[config.mk]
export PLATFORM = sky130hd
export DESIGN_NAME = avalon_multi_distance_interface
export DESIGN_NICKNAME = d
export VERILOG_FILES = /design/src/rtl/distance_pkg.sv /design/src/rtl/dist_echo_timer.sv /design/src/rtl/avalon_multi_distance_interface.sv
export SDC_FILE = /design/constraint.sdc
export NUM_CORES = 1
export LEC_CHECK = 0
export ABC_AREA = 0
export BUFFER_PORTS_ARGS = -buffer_cell sky130_fd_sc_hd__buf_2
export CORE_UTILIZATION = 40
export DETAILED_ROUTE_END_ITERATION = 8
export HOLD_SLACK_MARGIN = 0.12
export PLACE_DENSITY = 0.53
export REMOVE_ABC_BUFFERS = 1
export SLEW_MARGIN = 10
export SYNTH_ARGS = -nofsm -noshare
export SYNTH_HDL_FRONTEND = slang
export SYNTH_SLANG_ARGS = --single-unit
[constraint.sdc]
create_clock -name clk -period 4.19 [get_ports clk]
set_input_delay 0.2095 -clock clk [delete_from_list [all_inputs] [get_ports clk]]
set_output_delay 0.2095 -clock clk [all_outputs]
set_load 0.02 [all_outputs]
[src/rtl/distance_pkg.sv]
// Shared types and register offsets for the multi-channel ultrasonic distance interface.
package distance_pkg;

    typedef enum logic [2:0] {
        IDLE,
        TRIG,
        WAIT_RISE,
        MEASURE,
        STORE,
        FAIL,
        GAP
    } state_e;

    localparam logic [15:0] DIST_STRIDE = 16'h0004;
    localparam logic [15:0] VALID_OFS   = 16'h0040;
    localparam logic [15:0] BROKEN_OFS  = 16'h0044;
    localparam logic [15:0] CAR_OFS     = 16'h0048;
    localparam logic [15:0] CHAN_OFS    = 16'h004C;

endpackage

[src/rtl/dist_echo_timer.sv]
// Echo pulse timer: prescaled, saturating unit counter plus a per-phase timeout counter.
module dist_echo_timer #(
    parameter int DATA_W         = 16,
    parameter int CYC_PER_UNIT   = 2900,
    parameter int TIMEOUT_CYCLES = 1900000
) (
    input  logic              clk,
    input  logic              rst_n,
    input  logic              start,
    input  logic              active,
    input  logic              measure,
    input  logic              echo_s,
    output logic              done,
    output logic              timeout,
    output logic [DATA_W-1:0] count
);

    localparam int PRE_W = ($clog2(CYC_PER_UNIT) > 0) ? $clog2(CYC_PER_UNIT) : 1;
    localparam int TO_W  = ($clog2(TIMEOUT_CYCLES) > 0) ? $clog2(TIMEOUT_CYCLES) : 1;
    localparam logic [PRE_W-1:0]  PRE_LAST = PRE_W'(CYC_PER_UNIT - 1);
    localparam logic [TO_W-1:0]   TO_LAST  = TO_W'(TIMEOUT_CYCLES - 1);
    localparam logic [DATA_W-1:0] UNIT_MAX = '1;

    logic [PRE_W-1:0]  pre_q, pre_d;
    logic [DATA_W-1:0] unit_q, unit_d;
    logic [TO_W-1:0]   tcnt_q, tcnt_d;

    // start wins so each phase (WAIT_RISE, MEASURE) gets its own full timeout window
    always_comb begin
        pre_d  = pre_q;
        unit_d = unit_q;
        tcnt_d = tcnt_q;
        if (start) begin
            pre_d  = '0;
            unit_d = '0;
            tcnt_d = '0;
        end else begin
            if (active && tcnt_q != TO_LAST) tcnt_d = tcnt_q + TO_W'(1);
            if (measure && echo_s) begin
                if (pre_q == PRE_LAST) begin
                    pre_d = '0;
                    if (unit_q != UNIT_MAX) unit_d = unit_q + DATA_W'(1);
                end else begin
                    pre_d = pre_q + PRE_W'(1);
                end
            end
        end
    end

    always_ff @(posedge clk or negedge rst_n) begin
        if (!rst_n) begin
            pre_q  <= '0;
            unit_q <= '0;
            tcnt_q <= '0;
        end else begin
            pre_q  <= pre_d;
            unit_q <= unit_d;
            tcnt_q <= tcnt_d;
        end
    end

    assign done    = measure && !echo_s;
    assign timeout = active && (tcnt_q == TO_LAST);
    assign count   = unit_q;

endmodule

[src/rtl/avalon_multi_distance_interface.sv]
// N-channel ultrasonic distance sensor front end: one shared engine visits channels
// round-robin; results are exposed through a registered read-only Avalon window.
module avalon_multi_distance_interface
    import distance_pkg::*;
#(
    parameter int          N_CH           = 4,
    parameter int          DATA_W         = 16,
    parameter logic [15:0] BASE_ADDR      = 16'h0900,
    parameter int          TRIG_CYCLES    = 500,
    parameter int          CYC_PER_UNIT   = 2900,
    parameter int          TIMEOUT_CYCLES = 1900000,
    parameter int          GAP_CYCLES     = 3000000,
    parameter int          CAR_ON         = 50,
    parameter int          CAR_OFF        = 70
) (
    input  logic            clk,
    input  logic            reset_l,
    input  logic            io_select,
    input  logic [15:0]     address,
    output logic [15:0]     read_data,
    input  logic [N_CH-1:0] echo,
    output logic [N_CH-1:0] trigger
);

    localparam int CNT_MAX = (TRIG_CYCLES > GAP_CYCLES) ? TRIG_CYCLES : GAP_CYCLES;
    localparam int CNT_W   = $clog2(CNT_MAX + 1);
    localparam logic [CNT_W-1:0]  TRIG_LAST = CNT_W'(TRIG_CYCLES - 1);
    localparam logic [CNT_W-1:0]  GAP_LAST  = CNT_W'(GAP_CYCLES - 1);
    localparam logic [DATA_W-1:0] CAR_ON_V  = DATA_W'(CAR_ON);
    localparam logic [DATA_W-1:0] CAR_OFF_V = DATA_W'(CAR_OFF);
    localparam logic [3:0]        CH_LAST   = 4'(N_CH - 1);

    logic [N_CH-1:0]             sync1_q, sync2_q;
    state_e                      state_q, state_d;
    logic [CNT_W-1:0]            cnt_q, cnt_d;
    logic [3:0]                  ch_q, ch_d;
    logic [N_CH-1:0][DATA_W-1:0] dist_q;
    logic [N_CH-1:0]             valid_q, broken_q, car_q;
    logic [15:0]                 rdata_q, rdata_d;
    logic [15:0]                 ofs;
    logic                        echo_cur;
    logic                        tmr_start, tmr_active, tmr_measure, tmr_done, tmr_timeout;
    logic [DATA_W-1:0]           tmr_count;

    always_ff @(posedge clk or negedge reset_l) begin
        if (!reset_l) begin
            sync1_q <= '0;
            sync2_q <= '0;
        end else begin
            sync1_q <= echo;
            sync2_q <= sync1_q;
        end
    end

    always_comb begin
        echo_cur = 1'b0;
        for (int i = 0; i < N_CH; i++)
            if (ch_q == 4'(i)) echo_cur = sync2_q[i];
    end

    // An echo already high at the end of the trigger pulse skips WAIT_RISE entirely
    always_comb begin
        state_d = state_q;
        cnt_d   = cnt_q + CNT_W'(1);
        ch_d    = ch_q;
        case (state_q)
            IDLE:      state_d = TRIG;
            TRIG:      if (cnt_q == TRIG_LAST) state_d = echo_cur ? MEASURE : WAIT_RISE;
            WAIT_RISE: begin
                if (echo_cur)         state_d = MEASURE;
                else if (tmr_timeout) state_d = FAIL;
            end
            MEASURE: begin
                if (tmr_done)         state_d = STORE;
                else if (tmr_timeout) state_d = FAIL;
            end
            STORE, FAIL: state_d = GAP;
            GAP: begin
                if (cnt_q == GAP_LAST) begin
                    state_d = IDLE;
                    ch_d    = (ch_q == CH_LAST) ? 4'd0 : ch_q + 4'd1;
                end
            end
            default: state_d = IDLE;
        endcase
        if (state_d != state_q) cnt_d = '0;
    end

    assign tmr_start   = (state_d != state_q) && (state_d == WAIT_RISE || state_d == MEASURE);
    assign tmr_active  = (state_q == WAIT_RISE) || (state_q == MEASURE);
    assign tmr_measure = (state_q == MEASURE);

    dist_echo_timer #(
        .DATA_W        (DATA_W),
        .CYC_PER_UNIT  (CYC_PER_UNIT),
        .TIMEOUT_CYCLES(TIMEOUT_CYCLES)
    ) u_timer (
        .clk    (clk),
        .rst_n  (reset_l),
        .start  (tmr_start),
        .active (tmr_active),
        .measure(tmr_measure),
        .echo_s (echo_cur),
        .done   (tmr_done),
        .timeout(tmr_timeout),
        .count  (tmr_count)
    );

    always_ff @(posedge clk or negedge reset_l) begin
        if (!reset_l) begin
            state_q <= IDLE;
            cnt_q   <= '0;
            ch_q    <= '0;
        end else begin
            state_q <= state_d;
            cnt_q   <= cnt_d;
            ch_q    <= ch_d;
        end
    end

    // Decoded from registered state so an asynchronous reset drops the pulse at once
    always_comb begin
        trigger = '0;
        for (int i = 0; i < N_CH; i++)
            trigger[i] = (state_q == TRIG) && (ch_q == 4'(i));
    end

    always_ff @(posedge clk or negedge reset_l) begin
        if (!reset_l) begin
            dist_q   <= '0;
            valid_q  <= '0;
            broken_q <= '0;
            car_q    <= '0;
        end else begin
            for (int i = 0; i < N_CH; i++) begin
                if (ch_q == 4'(i) && state_q == STORE) begin
                    dist_q[i]   <= tmr_count;
                    valid_q[i]  <= 1'b1;
                    broken_q[i] <= 1'b0;
                    if (tmr_count < CAR_ON_V)       car_q[i] <= 1'b1;
                    else if (tmr_count > CAR_OFF_V) car_q[i] <= 1'b0;
                end else if (ch_q == 4'(i) && state_q == FAIL) begin
                    valid_q[i]  <= 1'b0;
                    broken_q[i] <= 1'b1;
                end
            end
        end
    end

    assign ofs = address - BASE_ADDR;

    always_comb begin
        rdata_d = '0;
        if (io_select) begin
            for (int k = 0; k < N_CH; k++)
                if (ofs == 16'(k) * DIST_STRIDE) rdata_d = 16'(dist_q[k]);
            case (ofs)
                VALID_OFS:  rdata_d = 16'(valid_q);
                BROKEN_OFS: rdata_d = 16'(broken_q);
                CAR_OFS:    rdata_d = 16'(car_q);
                CHAN_OFS:   rdata_d = {12'b0, ch_q};
                default:    ;
            endcase
        end
    end

    always_ff @(posedge clk or negedge reset_l) begin
        if (!reset_l) rdata_q <= '0;
        else          rdata_q <= rdata_d;
    end

    assign read_data = rdata_q;

endmodule

-- After elaboration in Yosys (flattened, before gate mapping)
Index checks and enable logic that the tools add are counted.
- flip-flop bits (word level): 178
- input bits: 23
- output and inout port bits: 20
- logic and storage cells: 143
- add/sub/neg operators: 6
- order comparisons: 2
- equal/unequal tests: 25
- muxes and demuxes: 46
- reduce and logical (&&, ||, !) cells: 39
- operator list (cell ; number):
    16-bit 2-to-1 mux ; 9
    16-bit by 7-bit equality test with 1-bit output (second input constant) ; 4
    16-bit case mux with 4 select lines ; 1
    21-bit 2-to-1 mux ; 2
    12-bit 2-to-1 mux ; 3
    16-bit by 4-bit equality test with 1-bit output (second input constant) ; 2
    1-bit 2-to-1 mux ; 23
    22-bit by 1-bit adder with 22-bit output (second input constant) ; 1
    22-bit equality test (second input constant) ; 1
    22-bit by 9-bit equality test with 1-bit output (second input constant) ; 1
    22-bit 2-to-1 mux ; 1
    21-bit by 1-bit adder with 21-bit output (second input constant) ; 1
    21-bit equality test (second input constant) ; 1
    21-bit inequality test (second input constant) ; 1
    3-bit case mux with 6 select lines ; 1
    2-bit nonzero test ; 9
    1-bit logical AND ; 17
    16-bit by 1-bit adder with 16-bit output (second input constant) ; 1
    16-bit by 3-bit equality test with 1-bit output (second input constant) ; 1
    16-bit by 7-bit > comparator with 1-bit output (second input constant) ; 1
    16-bit logical NOT ; 1
    16-bit by 6-bit < comparator with 1-bit output (second input constant) ; 1
    16-bit inequality test (second input constant) ; 1
    16-bit by 12-bit subtractor with 16-bit output (second input constant) ; 1
    18 further kinds ; 33

-- Depth between registers and ports, before layout
- word-level depth: 14
- gate-level depth with buffers: 10
- depth with buffers taken out: 7

-- Hierarchy
Synthesis repeated with hierarchy kept, for this count alone.
- cells, all modules: 755
- area, all modules: 8655.8 µm²
- by module, submodules not included (module ; times used ; cells each ; area each (µm²) ; seq. area each (µm²)):
    avalon_multi_distance_interface ; 1 ; 458 ; 5923.2 ; 3228.1
    dist_echo_timer ; 1 ; 297 ; 2732.6 ; 1226.2

-- Worst setup path before layout
No wires, ideal clock.
- kind: register -> register
- from: register ch_q[0]
- to: register cnt_q[10]
- setup time: 142 ps
- arrival time: 2066 ps
- data required time: 4048 ps
- setup slack: 1983 ps
- stages on the path, launching flop included: 10
- path buffers: 2
- period minus slack after synthesis: 2207 ps
- cells stage by stage: dfrtp_1 -> inv_1 -> ha_1 -> or3b_1 -> o211a_1 -> buf_2 -> a32o_1 -> a211oi_4 -> buf_6 -> a211oi_1
- word-level cells in the longest chain between the ends: 11
- elaborated cells between the ends (all ways): 17
- those cells by class: 4 x eq/ne; 10 x mux; 3 x reduce/logical
- RTL lines (element ; RTL line ; RTL):
    from (decl) ; avalon_multi_distance_interface.sv:36 ; logic [3:0] ch_q, ch_d;
    from (signal assigned) ; avalon_multi_distance_interface.sv:117 ; ch_q <= ch_d;
    4-bit logical NOT ; avalon_multi_distance_interface.sv:58 ; if (ch_q == 4'(i)) echo_cur = sync2_q[i];
    1-bit 2-to-1 mux (3 in a row) ; avalon_multi_distance_interface.sv:58 ;
    1-bit 2-to-1 mux (*) ; avalon_multi_distance_interface.sv:58 ;
    1-bit logical NOT ; dist_echo_timer.sv:62 ; assign done = measure && !echo_s;
    1-bit logical AND ; dist_echo_timer.sv:62 ;
    3-bit 2-to-1 mux ; avalon_multi_distance_interface.sv:74 ; if (tmr_done) state_d = STORE;
    3-bit case mux with 6 select lines (*) ; avalon_multi_distance_interface.sv:66 ; case (state_q)
    3-bit inequality test (*) ; avalon_multi_distance_interface.sv:86 ; if (state_d != state_q) cnt_d = '0;
    22-bit 2-to-1 mux (*) ; avalon_multi_distance_interface.sv:86 ;
    named net cnt_d[10] ; avalon_multi_distance_interface.sv:35 ; logic [CNT_W-1:0] cnt_q, cnt_d;
    to (signal assigned) ; avalon_multi_distance_interface.sv:116 ; cnt_q <= cnt_d;
    to (decl) ; avalon_multi_distance_interface.sv:35 ;
The timed path passes the listed nets; every way through them passes the cells marked *.
A chain may end at the register's enable or synchronous reset.

-- Worst setup path in the final report
- from: register ch_q[0]
- to: register u_timer.unit_q[3] (netlist: u_timer.count[3])
- word-level cells in the longest chain between the ends: 14
- elaborated cells between the ends (all ways): 26
- those cells by class: 6 x eq/ne; 10 x mux; 10 x reduce/logical
- RTL lines (element ; RTL line ; RTL):
    4-bit logical NOT ; avalon_multi_distance_interface.sv:58 ;
    1-bit 2-to-1 mux (3 in a row) ; avalon_multi_distance_interface.sv:58 ;
    1-bit 2-to-1 mux (*) ; avalon_multi_distance_interface.sv:58 ;
    1-bit logical NOT ; dist_echo_timer.sv:62 ;
    1-bit logical AND ; dist_echo_timer.sv:62 ;
    3-bit 2-to-1 mux ; avalon_multi_distance_interface.sv:74 ;
    3-bit case mux with 6 select lines ; avalon_multi_distance_interface.sv:66 ;
    3-bit by 2-bit equality test with 1-bit output ; avalon_multi_distance_interface.sv:89 ; assign tmr_start = (state_d != state_q) && (state_d == WAIT_RISE || state_d == MEASURE);
    1-bit logical OR ; avalon_multi_distance_interface.sv:89 ;
    1-bit logical AND ; avalon_multi_distance_interface.sv:89 ;
    2-bit nonzero test (no source line) ; -- ;
    3-bit AND reduction (no source line) ; -- ;
    to (signal assigned) ; dist_echo_timer.sv:57 ; unit_q <= unit_d;
    to (decl) ; dist_echo_timer.sv:25 ; logic [DATA_W-1:0] unit_q, unit_d;
Mark *: on every way between the ends. The rest lies on a longest branch, timed or not.

==> results.cfg <==
[die]
start_util_pct = 41.4
coreArea_sq_mm = 0.0213
io_pins = 43
fp.dieH_um = 150
die_area_sq_mm = 0.0226
fp.dieW_um = 150
rows = 53

[grt]
antenna_found_initial = 0
grt_overflow = 0
grtUsageTotal_pct = 18.5
grt_start_max_net_pins = 100
grt_first_pass_wirelength_um = 32600
grt_pass1_vias = 6535

[cts]
cts_tree = built
clk_path_buf_depth = 2
cts_resized = 0
clk_latency_ns = 0.43
clkTransAtPathRegs_ns = 0.08
cts_buffers = 17
cts_htree_levels = 4
cts-root-buf = clkbuf_16
clock-sinks = 178
post-cts-setup-buffers = 0

[routing]
drt_wl_total_um = 19200
wl_met2_um = 9770
ant_nets = 0
wl_per_cell_um = 17.6
vias_per_cell = 5.73
drc = 0
met1Wirelength_um = 8720
firstDrtPassIters = 4
top_layer_used = met4
wl_met3_um = 378
via_count = 6249
drt_iter0_drc = 277

[worst_setup_path]
required_ns = 4.54
critical_path_buf_inv_count = 1
cpLargestDelayFamily = simple AND/OR/NAND/NOR gates
critical_path_class = flip-flop to flip-flop
path_cells = inv_1, ha_1, or3b_1, o211a_1, nand3_1, or4_1, a21oi_1
endpoint_kind = flip-flop
cp.arrival_ns = 3.39
start_kind = flip-flop
crit_fanout = 30
cp_slowest_stage_delay_ns = 0.74
crit_slowest_cell = or4_1

[finish]
layout-drive-gt1-share_pct = 22.6
final_common_cell = dfrtp_1
area_growth_pct = 11.5
utilization_pct = 46.2
final_cell_mix = dfrtp_1, mux2_2, nand2_1, a21oi_1, buf_2
num_antenna_cells = 0
fin_nets = 834

[synth]
syn_inst = 778
synth_ff_type = dfrtp_1
synth_area_leaders = dfrtp_1, mux2_2, mux4_2
synth_cell_types = 72
yosys_warnings = 0
netlist.area_leader.share_pct = 50.5
synth_area_per_cell_sq_um = 11.3
synth-async-reset-ratio_pct = 100
synth_area_sq_mm = 0.00882
synth-seq-cells = 178
synth-edff-count = 0
synth_top_area_cell = dfrtp_1
synth-seq-area-share_pct = 50.5

[status]
status = completed

[job]
cap_violations = 0

[sta]
setup_tns_ns = 0
maxSlewHeadroom_pct = 24.3
hold_violations = 0
max_freq_mhz = 329
worst_pin_slew_ns = 1.13
post-route-period-util_pct = 72.5
worst_clock_skew_ns = 0.0135
setup_viol = 0
rsz0062_at_grt = false
fin_crit_ns = 3.04
slew_viol_final = 0

[placement]
io_buffers = 42
gp_congestion = 0.862
place.detailed.hpwl_um = 12600

[hold_path]
min_path_type = input pin to flip-flop

[pwr]
power_density_mw_per_mm2 = 340
vdd_drop_max_mv = 0.265
p_leak_nw = 4.30
## cells by family (layout without fill, tap and decap cells)
family                     count (synthesis)  after routing  share of synthesized area [%]
AOI/OAI and AO/OA                        150            150                           11.4
xor gates and xnor gates                  28             28                           2.78
adders and majority gates                  9              9                           1.25
buffers and inverters                     63            100                           3.28
DFF                                      178            178                           50.5
muxes                                     86             86                           13.4
and+or+nand+nor                          264            264                           17.4
## sequential cells by signal, summed over array words and instances, names as in the netlist, 12 cells and up
signal          count
u_timer.pre_q      12
read_data          16
u_timer.tcnt_q     21
cnt_q              22
u_timer.count      16
dist_q             64
## report_power, final
part,internal [mW],total [mW],switching [mW]
Sequential,1.72,1.72,0.00146
Combinational,0.0219,0.0746,0.0527
Clock,0.807,1.55,0.744
Total,2.55,3.35,0.799
## cells in the mapped netlist, types with 2 or more instances
library cell and instances:
dfrtp_1 178, mux2_2 65, nand2_1 54, a21oi_1 44, nor2_1 35, a211oi_1 27, nand3_1 26, or4_1 26
o31ai_1 25, xnor2_1 23, clkbuf_1 22, o21ai_0 21, mux4_2 19, and3_1 18, buf_2 18, inv_1 17
nand4_1 16, or3_1 15, and2_1 12, nor3_1 12, ha_1 8, and4_1 7, nor2b_1 7, a22oi_1 5
nor4_1 5, xor2_1 5, buf_6 4, nand2_2 4, nor4b_1 4, a31oi_1 3, nor4_2 3, a2111oi_0 2
a32o_1 2, and4_4 2, and4bb_1 2, mux2i_1 2, nand2b_1 2, nand3b_1 2, nand4b_1 2, or2_2 2
## metal layers
layer	up-vias	global-route usage (%)
met5	-	0
met4	0	6.31
met3	23	3.06
met2	70	32.4
met1	3181	23.1
li1	2975	-
## worst paths after layout
check                                     start                      endpoint  slack [ns]  cells after the start
setup / recovery            ch_q[0]$_DFFE_PN0P_  u_timer.count[3]$_DFFE_PN0P_        1.15                      7
hold / removal                        io_select        read_data[2]$_DFF_PN0_        0.18                      2
setup reg to reg            ch_q[0]$_DFFE_PN0P_  u_timer.count[3]$_DFFE_PN0P_        1.15                      7
hold reg to reg            sync1_q[0]$_DFF_PN0_          sync2_q[0]$_DFF_PN0_        0.35                      0
max in group asynchronous               reset_l  u_timer.pre_q[4]$_DFFE_PN0P_        2.76                      3
min in group asynchronous               reset_l        dist_q[19]$_DFFE_PN0P_        0.45                      2
## final cells by class
| cell class | count | area [sq um] |
|---|---|---|
| sequential | 178 | 4450 |
| clock inverter | 13 | 144 |
| fill | 1958 | 11500 |
| tap | 275 | 344 |
| timing repair buffer | 51 | 309 |
| inverter | 18 | 67.6 |
| clock buffer | 18 | 439 |
| multi-input combinational | 537 | 4080 |
## worst register-to-register path: cells and delay by family, from the launching register on
| family | cells | cell delay (ns) |
|---|---|---|
| buffers and inverters | 1 | 0.12 |
| AOI/OAI and AO/OA | 2 | 0.45 |
| and+or+nand+nor | 3 | 1.66 |
| adders and majority gates | 1 | 0.29 |
| DFF | 1 | 0.44 |
## through the flow
stage | setup slack, ns | hold slack (ns) | power (mW) | cell area (sq um) | std cells
2_1_floorplan | 1.54 | -0.0861 | 1.77 | 8600 | 733
3_3_place_gp | 1.31 | 0.319 | 1.83 | 9200 | 1054
3_5_place_dp | 1.17 | 0.319 | 1.83 | 9200 | 1054
4_1_cts | 1.10 | 0.172 | 3.40 | 9830 | 1090
5_1_grt | 0.859 | 0.181 | 3.47 | 9830 | 1090
6_report | 1.15 | 0.182 | 3.35 | 9830 | 1090
## timing repair
item / in CTS / in global routing
setup endpoints to repair: 0 / 0
hold endpoints to repair: 102 / 0
hold buffers: 5 / 0
Note: power is estimated with default switching activity, not from simulation.
